--- src/rtl/capture_ctrl.sv ---
// Capture sequencer for the logic analyzer sample buffer: owns the write pointer,
// trigger bookkeeping and the oldest-first readout address stream.
module capture_ctrl #(
  parameter int ADDR_WIDTH    = 10,
  parameter int HOLDOFF_WIDTH = 10
) (
  input  logic                     clk,
  input  logic                     reset,
  input  logic                     i_arm,
  input  logic                     i_trigger,
  input  logic [HOLDOFF_WIDTH-1:0] i_holdoff,
  input  logic                     i_rd_start,
  input  logic                     i_raddr_ready,
  output logic                     o_we,
  output logic [ADDR_WIDTH-1:0]    o_waddr,
  output logic                     o_primed,
  output logic                     o_triggered,
  output logic                     o_stopped,
  output logic [ADDR_WIDTH-1:0]    o_trig_addr,
  output logic [ADDR_WIDTH-1:0]    o_raddr,
  output logic                     o_raddr_valid,
  output logic                     o_raddr_last,
  output logic                     o_rd_done,
  output logic [2:0]               o_state
);

  typedef enum logic [2:0] {
    IDLE    = 3'd0,
    FILL    = 3'd1,
    PRIMED  = 3'd2,
    HOLDOFF = 3'd3,
    STOPPED = 3'd4,
    READOUT = 3'd5
  } state_e;

  localparam logic [ADDR_WIDTH-1:0]    ADDR_MAX = '1;
  localparam logic [ADDR_WIDTH-1:0]    ADDR_ONE = ADDR_WIDTH'(1);
  localparam logic [HOLDOFF_WIDTH-1:0] HOLD_ONE = HOLDOFF_WIDTH'(1);

  state_e                   state_q, state_d;
  logic [ADDR_WIDTH-1:0]    waddr_q, waddr_d;
  logic [ADDR_WIDTH-1:0]    raddr_q, raddr_d;
  logic [ADDR_WIDTH-1:0]    trig_addr_q, trig_addr_d;
  logic [ADDR_WIDTH-1:0]    fill_cnt_q, fill_cnt_d;
  logic [ADDR_WIDTH-1:0]    rd_cnt_q, rd_cnt_d;
  logic [HOLDOFF_WIDTH-1:0] holdoff_q, holdoff_d;
  logic                     rd_done_q, rd_done_d;
  logic                     writing;

  always_ff @(posedge clk or posedge reset) begin
    if (reset) begin
      state_q     <= IDLE;
      waddr_q     <= '0;
      raddr_q     <= '0;
      trig_addr_q <= '0;
      fill_cnt_q  <= '0;
      rd_cnt_q    <= '0;
      holdoff_q   <= '0;
      rd_done_q   <= 1'b0;
    end else begin
      state_q     <= state_d;
      waddr_q     <= waddr_d;
      raddr_q     <= raddr_d;
      trig_addr_q <= trig_addr_d;
      fill_cnt_q  <= fill_cnt_d;
      rd_cnt_q    <= rd_cnt_d;
      holdoff_q   <= holdoff_d;
      rd_done_q   <= rd_done_d;
    end
  end

  assign writing = (state_q == FILL) || (state_q == PRIMED) || (state_q == HOLDOFF);

  always_comb begin
    state_d     = state_q;
    waddr_d     = waddr_q;
    raddr_d     = raddr_q;
    trig_addr_d = trig_addr_q;
    fill_cnt_d  = fill_cnt_q;
    rd_cnt_d    = rd_cnt_q;
    holdoff_d   = holdoff_q;
    rd_done_d   = 1'b0;

    if (writing) begin
      waddr_d = waddr_q + ADDR_ONE;
    end

    // Arm restarts capture from any state except an in-progress readout.
    if (i_arm && (state_q != READOUT)) begin
      state_d    = FILL;
      waddr_d    = '0;
      fill_cnt_d = '0;
    end else begin
      case (state_q)
        FILL: begin
          fill_cnt_d = fill_cnt_q + ADDR_ONE;
          if (fill_cnt_q == ADDR_MAX) begin
            state_d = PRIMED;
          end
        end
        PRIMED: begin
          if (i_trigger) begin
            trig_addr_d = waddr_q;
            if (i_holdoff == '0) begin
              state_d = STOPPED;
            end else begin
              holdoff_d = i_holdoff;
              state_d   = HOLDOFF;
            end
          end
        end
        HOLDOFF: begin
          holdoff_d = holdoff_q - HOLD_ONE;
          if (holdoff_q == HOLD_ONE) begin
            state_d = STOPPED;
          end
        end
        STOPPED: begin
          if (i_rd_start) begin
            raddr_d  = waddr_q;
            rd_cnt_d = '0;
            state_d  = READOUT;
          end
        end
        READOUT: begin
          if (i_raddr_ready) begin
            raddr_d  = raddr_q + ADDR_ONE;
            rd_cnt_d = rd_cnt_q + ADDR_ONE;
            if (rd_cnt_q == ADDR_MAX) begin
              state_d   = IDLE;
              rd_done_d = 1'b1;
            end
          end
        end
        default: begin
        end
      endcase
    end
  end

  // All outputs decode registered state only, so none depends on an input this cycle.
  assign o_we          = writing;
  assign o_waddr       = waddr_q;
  assign o_primed      = (state_q == PRIMED);
  assign o_triggered   = (state_q == HOLDOFF) || (state_q == STOPPED) || (state_q == READOUT);
  assign o_stopped     = (state_q == STOPPED) || (state_q == READOUT);
  assign o_trig_addr   = trig_addr_q;
  assign o_raddr       = raddr_q;
  assign o_raddr_valid = (state_q == READOUT);
  assign o_raddr_last  = (state_q == READOUT) && (rd_cnt_q == ADDR_MAX);
  assign o_rd_done     = rd_done_q;
  assign o_state       = state_q;

endmodule

--- config.mk ---
export PLATFORM = sky130hd
export DESIGN_NAME = capture_ctrl
export DESIGN_NICKNAME = d
export VERILOG_FILES = /design/src/rtl/capture_ctrl.sv
export SDC_FILE = /design/constraint.sdc
export NUM_CORES = 1
export LEC_CHECK = 0
export BUFFER_PORTS_ARGS = -buffer_cell sky130_fd_sc_hd__buf_2
export CORE_AREA = 4 4 81 83
export DETAILED_ROUTE_END_ITERATION = 8
export DIE_AREA = 0 0 85 87
export PLACE_DENSITY = 0.84
export SLEW_MARGIN = 20
export SYNTH_ARGS = -nofsm -noshare
export SYNTH_HDL_FRONTEND = slang
export SYNTH_SLANG_ARGS = --single-unit
--- constraint.sdc ---
create_clock -name clk -period 3.65 [get_ports clk]
set_input_delay 0.5475 -clock clk [delete_from_list [all_inputs] [get_ports clk]]
set_output_delay 0.5475 -clock clk [all_outputs]
set_load 0.005 [all_outputs]
Word-level counts from Yosys, hierarchy flattened
Cells that the tools add are included.
{"block": "word_totals", "regBits": 64, "latchBits": 0, "ramBits": 0, "romBits": 0, "memories": 0}
{"block": "classes", "addsub": 5, "n_mul": 0, "n_div": 0, "order_cmp": 0, "n_eq_ne": 19, "n_shift": 0, "n_mux": 26, "bitwise_logic": 1, "n_reduce_logical": 17}
{"op": "two-way mux 10 bit", "count": 10}
{"op": "one-hot mux 10 bit (2 select lines)", "count": 3}
{"op": "adder 10 x 1 -> 10 bit, second input constant", "count": 4}
{"op": "two-way mux 3 bit", "count": 8}
{"op": "== test 10 bit, second input constant", "count": 2}
{"op": "one-hot mux 3 bit (5 select lines)", "count": 1}
{"op": "== test 10 x 1 -> 1 bit, second input constant", "count": 1}
{"op": "zero test 10 bit", "count": 1}
{"op": "subtractor 10 x 1 -> 10 bit, second input constant", "count": 1}
{"op": "inequality test 3 bit, second input constant", "count": 3}
{"op": "inequality test 2 bit, second input constant", "count": 4}
{"op": "AND reduction 4 bit", "count": 2}
{"op": "nonzero test 2 bit", "count": 4}
{"op": "AND reduction 7 bit", "count": 1}
{"op": "== test 3 x 2 -> 1 bit, second input constant", "count": 2}
{"op": "== test 3 bit, second input constant", "count": 2}
{"op": "inequality test 3 x 1 -> 1 bit, second input constant", "count": 2}
{"op": "inequality test 3 x 2 -> 1 bit, second input constant", "count": 2}
{"op": "nonzero test 6 bit", "count": 1}
{"op": "logical OR 1 bit", "count": 5}
{"op": "two-way mux 1 bit", "count": 4}
{"op": "== test 3 x 1 -> 1 bit, second input constant", "count": 1}
{"op": "AND reduction 3 bit", "count": 1}
{"op": "logical AND 1 bit", "count": 2}
{"op": "NOT 1 bit", "count": 1}

Depth between registers and ports, before layout
{"block": "depth", "ltp_word": 5, "ltp_mapped": 10, "depth_no_buf": 7}

Worst setup path before layout
Ideal clock, no wire load.
{"block": "synth_path", "path_type": "flip-flop to output port", "startpoint": "register state_q[0], in the netlist o_state[0]", "endpoint": "output port o_triggered", "arrival_ps": 1322, "setup_slack_ps": 1780, "stages_incl_launch_ff": 7, "path_cell_list": "dfrtp_1 buf_2 buf_4 nand3b_1 buf_2 buf_1 nand2_1"}
{"block": "synth_via", "elab_chain_len": 3, "word_cells_on_any_way": 5, "classes_between": "eq/ne: 3; reduce/logical: 2"}
{"item": "start: declaration", "line_no": "40", "text": "state_e state_q, state_d;"}
{"item": "start signal: assignment", "line_no": "61", "text": "state_q <= state_d;"}
{"item": "== test 3 x 2 -> 1 bit or == test 3 bit (tied branches)", "line_no": "145", "text": "assign o_triggered = (state_q == HOLDOFF) || (state_q == STOPPED) || (state_q == READOUT);"}
{"item": "logical OR 1 bit", "line_no": "145"}
{"item": "logical OR 1 bit *", "line_no": "145"}
{"item": "end: declaration", "line_no": "17", "text": "output logic o_triggered,"}
Mark *: on every way between the ends. The rest lies on a longest branch, timed or not.

Worst setup path after layout
{"block": "layout_path", "startpoint": "register state_q[2], in the netlist o_state[2]", "endpoint": "output port o_raddr_last"}
{"block": "layout_via", "elab_chain_len": 2}
{"item": "== test 3 bit", "line_no": "150", "text": "assign o_raddr_last = (state_q == READOUT) && (rd_cnt_q == ADDR_MAX);"}
{"item": "logical AND 1 bit", "line_no": "150"}
{"item": "end: declaration", "line_no": "22", "text": "output logic o_raddr_last,"}
No other way between the ends.

==> summary.md <==
| Metric | Value |
|---|---|
| CTS H-tree depth | `3` |
| Die Footprint | `0.00740 mm²` |
| Diode count | `0` |
| First-pass GRT wire length | `~14000 µm` |
| CTS root buf | `clkbuf_8` |
| Worst slew margin | `0.538` |
| Period utilization | `0.732` |
| Worst setup SP type | `register` |
| Post-Syn Area | `0.00351 mm²` |
| Clock sinks | `between 60 and 70` |
| Initial Util | `0.599` |
| Initial detailed-routing violation count | `~200` |
| Final min period | `2.67 ns` |
| Critical path fanouts, max | `31` |
| Asr flop ratio synth | `1.00` |
| Synthesized area per cell | `slightly above 9 µm²` |
| Wirelength per Cell | `16.4 µm` |
| RD Place Congestion | `between 0.8 and 0.9` |
| # IOs | `56` |
| Worst VDD drop | `approximately 0.25 mV` |
| GR Util All Layers | `0.241` |
| Routed WL | `around 8500 µm` |
| Clock transition at path regs | `around 0.07 ns` |
| Hpwl dp | `a little under 6000 µm` |
| Placement Rows | `28` |
| Leak Pwr | `around 1.9 nW` |
| Setup violators final | `0` |
| Longest Clk Path Bufs | `2` |
| Routed vias | `between 3000 and 4000` |
| Hold_buf cts | `0` |
| Die Width | `85 µm` |
| Share of layout cells above drive strength 1 | `0.220` |
| Setup CP Type | `reg2out` |
| Hold WC Path Type | `in2async` |
| Setup_tns | `0 ns` |
| Number of buffers added on ports | `55` |
| Non-filler cells, final | `approximately 500` |
| Core Footprint | `~0.006 mm²` |
| Power Dens Cells | `roughly 460 mW/mm²` |
| Most frequent cells in the layout | `64 x dfrtp_1, 57 x nor2_1, 55 x buf_2` |
| Setup crit end kind | `output pin` |
| Slew @ Worst Pin | `between 0.6 and 0.7 ns` |
| Slew Limit Fails | `0` |
| Worst hold slack | `~0.24 ns` |
| Commonest non-fill, non-tap cell in the layout | `dfrtp_1` |
| Syn Nets | `407` |
| Num CTS Buffers | `9` |
| Post-synth EDFFs | `0` |
| DR DRC count | `0` |
| CTS tree | `yes` |
| Worst R2R Path Depth | `8` |
| Dominant synthesized flop cell | `dfrtp_1` |
| CTS resizes | `0` |
| Die H | `just under 90 µm` |
| Grt ovf | `0` |
| Synth Instances | `~380` |
| Setup Fix Bufs, Post-CTS | `0` |
| Synth unique cells | `57` |
| Initial antenna violation count | `0` |
| DP Cell Count | `~500` |
| Area Growth Syn to Fin | `13.8%` |
| Nets | `around 460` |
| Synth warn | `0` |
| WP data arrival | `roughly 2.1 ns` |
| Fin. Hold Viols | `0` |
| Worst-skew pair later-pin latency | `0.35 ns` |
| Post-synth top area share | `0.457` |
| Vias per cell | `between 6 and 7` |
| Register area share after synthesis | `0.457` |
| Number of global-route vias before repair | `~3000` |
| Router iterations before antenna repair | `5` |
| #FFs+latches synth | `64` |
| Status | `finished clean` |
| Max_cap viols | `0` |
| Max Clock Freq | `roughly 0.37 GHz` |
| Pin count of the biggest net entering global routing | `42` |
| Most area-hungry cell type in the Yosys netlist | `dfrtp_1` |
| Post-route antenna net violation count | `0` |
| Clock Skew | `~0.0098 ns` |
| Final core occ | `0.682` |
| Top cells by area, synth | `dfrtp_1 46%, nor2_1 6.1%, a21oi_1 3.9%, mux2_2 3.9%, o21ai_0 3.7%` |
| Req. time, crit path | `a little over 3 ns` |
| Unrepaired setup endpoints after global routing | `false` |
==> cells in the mapped netlist, types with 5 or more instances <==
master and n:
nor2_1 57, and3_1 7, mux2_2 12, nor4_1 6
buf_2 10, dfrtp_1 64, a21oi_1 27, nand4_1 7
inv_1 6, nor3_1 11, o21ai_0 26, xnor2_1 7
ha_1 7, nand3_1 15, nand2b_1 5, nand2_1 34
xor2_1 13
==> power by group <==
part           switching, W  internal, W
Clock              0.000267     0.000313
Combinational      0.000187     0.000151
Sequential         0.000117     0.000790
==> critical path, cell delays in order, from the launching register on <==
cell and delay [ns]:
dfrtp_1 0.65, nand3_2 0.30, inv_2 0.44, and3_1 0.26, buf_2 0.12
==> final cells by class <==
cell class / instances / area, µm²
Inverter: 9 / 33.8
Fill cell: 448 / 1860
Timing Repair Buffer: 59 / 305
Multi-Input combinational cell: 292 / 1780
Clock inverter: 4 / 45.0
Clock buffer: 12 / 135
Sequential cell: 64 / 1600
Tap cell: 75 / 93.8
==> kinds of logic (layout without fill, tap and decap cells) <==
group | Yosys count | count (layout) | share of synthesized area
buffers and inverters | 28 | 84 | 0.0367
xor gates and xnor gates | 20 | 20 | 0.0499
muxes | 15 | 15 | 0.0471
AOI/OAI and AO/OA | 86 | 86 | 0.152
DFF | 64 | 64 | 0.457
adders and majority gates | 7 | 7 | 0.0250
and+or+nand+nor | 164 | 164 | 0.232
==> stage by stage <==
| step | power [W] | setup WS, ns | area (µm²) |
|---|---|---|---|
| finish | 0.00183 | 0.979 | 3990 |
| global route | 0.00193 | 0.781 | 3990 |
| CTS | 0.00184 | 0.993 | 3990 |
| detailed placement | 0.00126 | 1.12 | 3810 |
| global placement | 0.00123 | 1.23 | 3810 |
| floorplan | 0.00115 | 1.50 | 3510 |
==> per-layer routing <==
layer	GRT usage	wire (µm)	vias up
li1	-	-	1463
met1	0.304	3590	1491
met2	0.388	3920	137
met3	0.0681	735	21
met4	0.109	205	0
met5	0	0	-
==> sequential cells by signal (all words and copies together) (netlist names) <==
name / cells
fill_cnt_q: 10
holdoff_q: 10
o_raddr: 10
o_trig_addr: 10
o_waddr: 10
rd_cnt_q: 10
o_state: 3
o_rd_done: 1
==> path summary, 6_finish.rpt <==
check / startpoint / end / slack (ns)
min in group clk: i_raddr_ready / o_rd_done / 0.44
hold reg to reg: o_trig_addr[1] / o_trig_addr[1] / 0.51
setup / recovery: o_state[2] / o_raddr_last / 0.98
hold / removal: reset / o_trig_addr[5] / 0.24
setup reg to reg: o_state[2] / holdoff_q[0] / 1.05
max in group asynchronous: reset / o_raddr[4] / 2.48
Note: power is estimated with default switching activity, not from simulation.
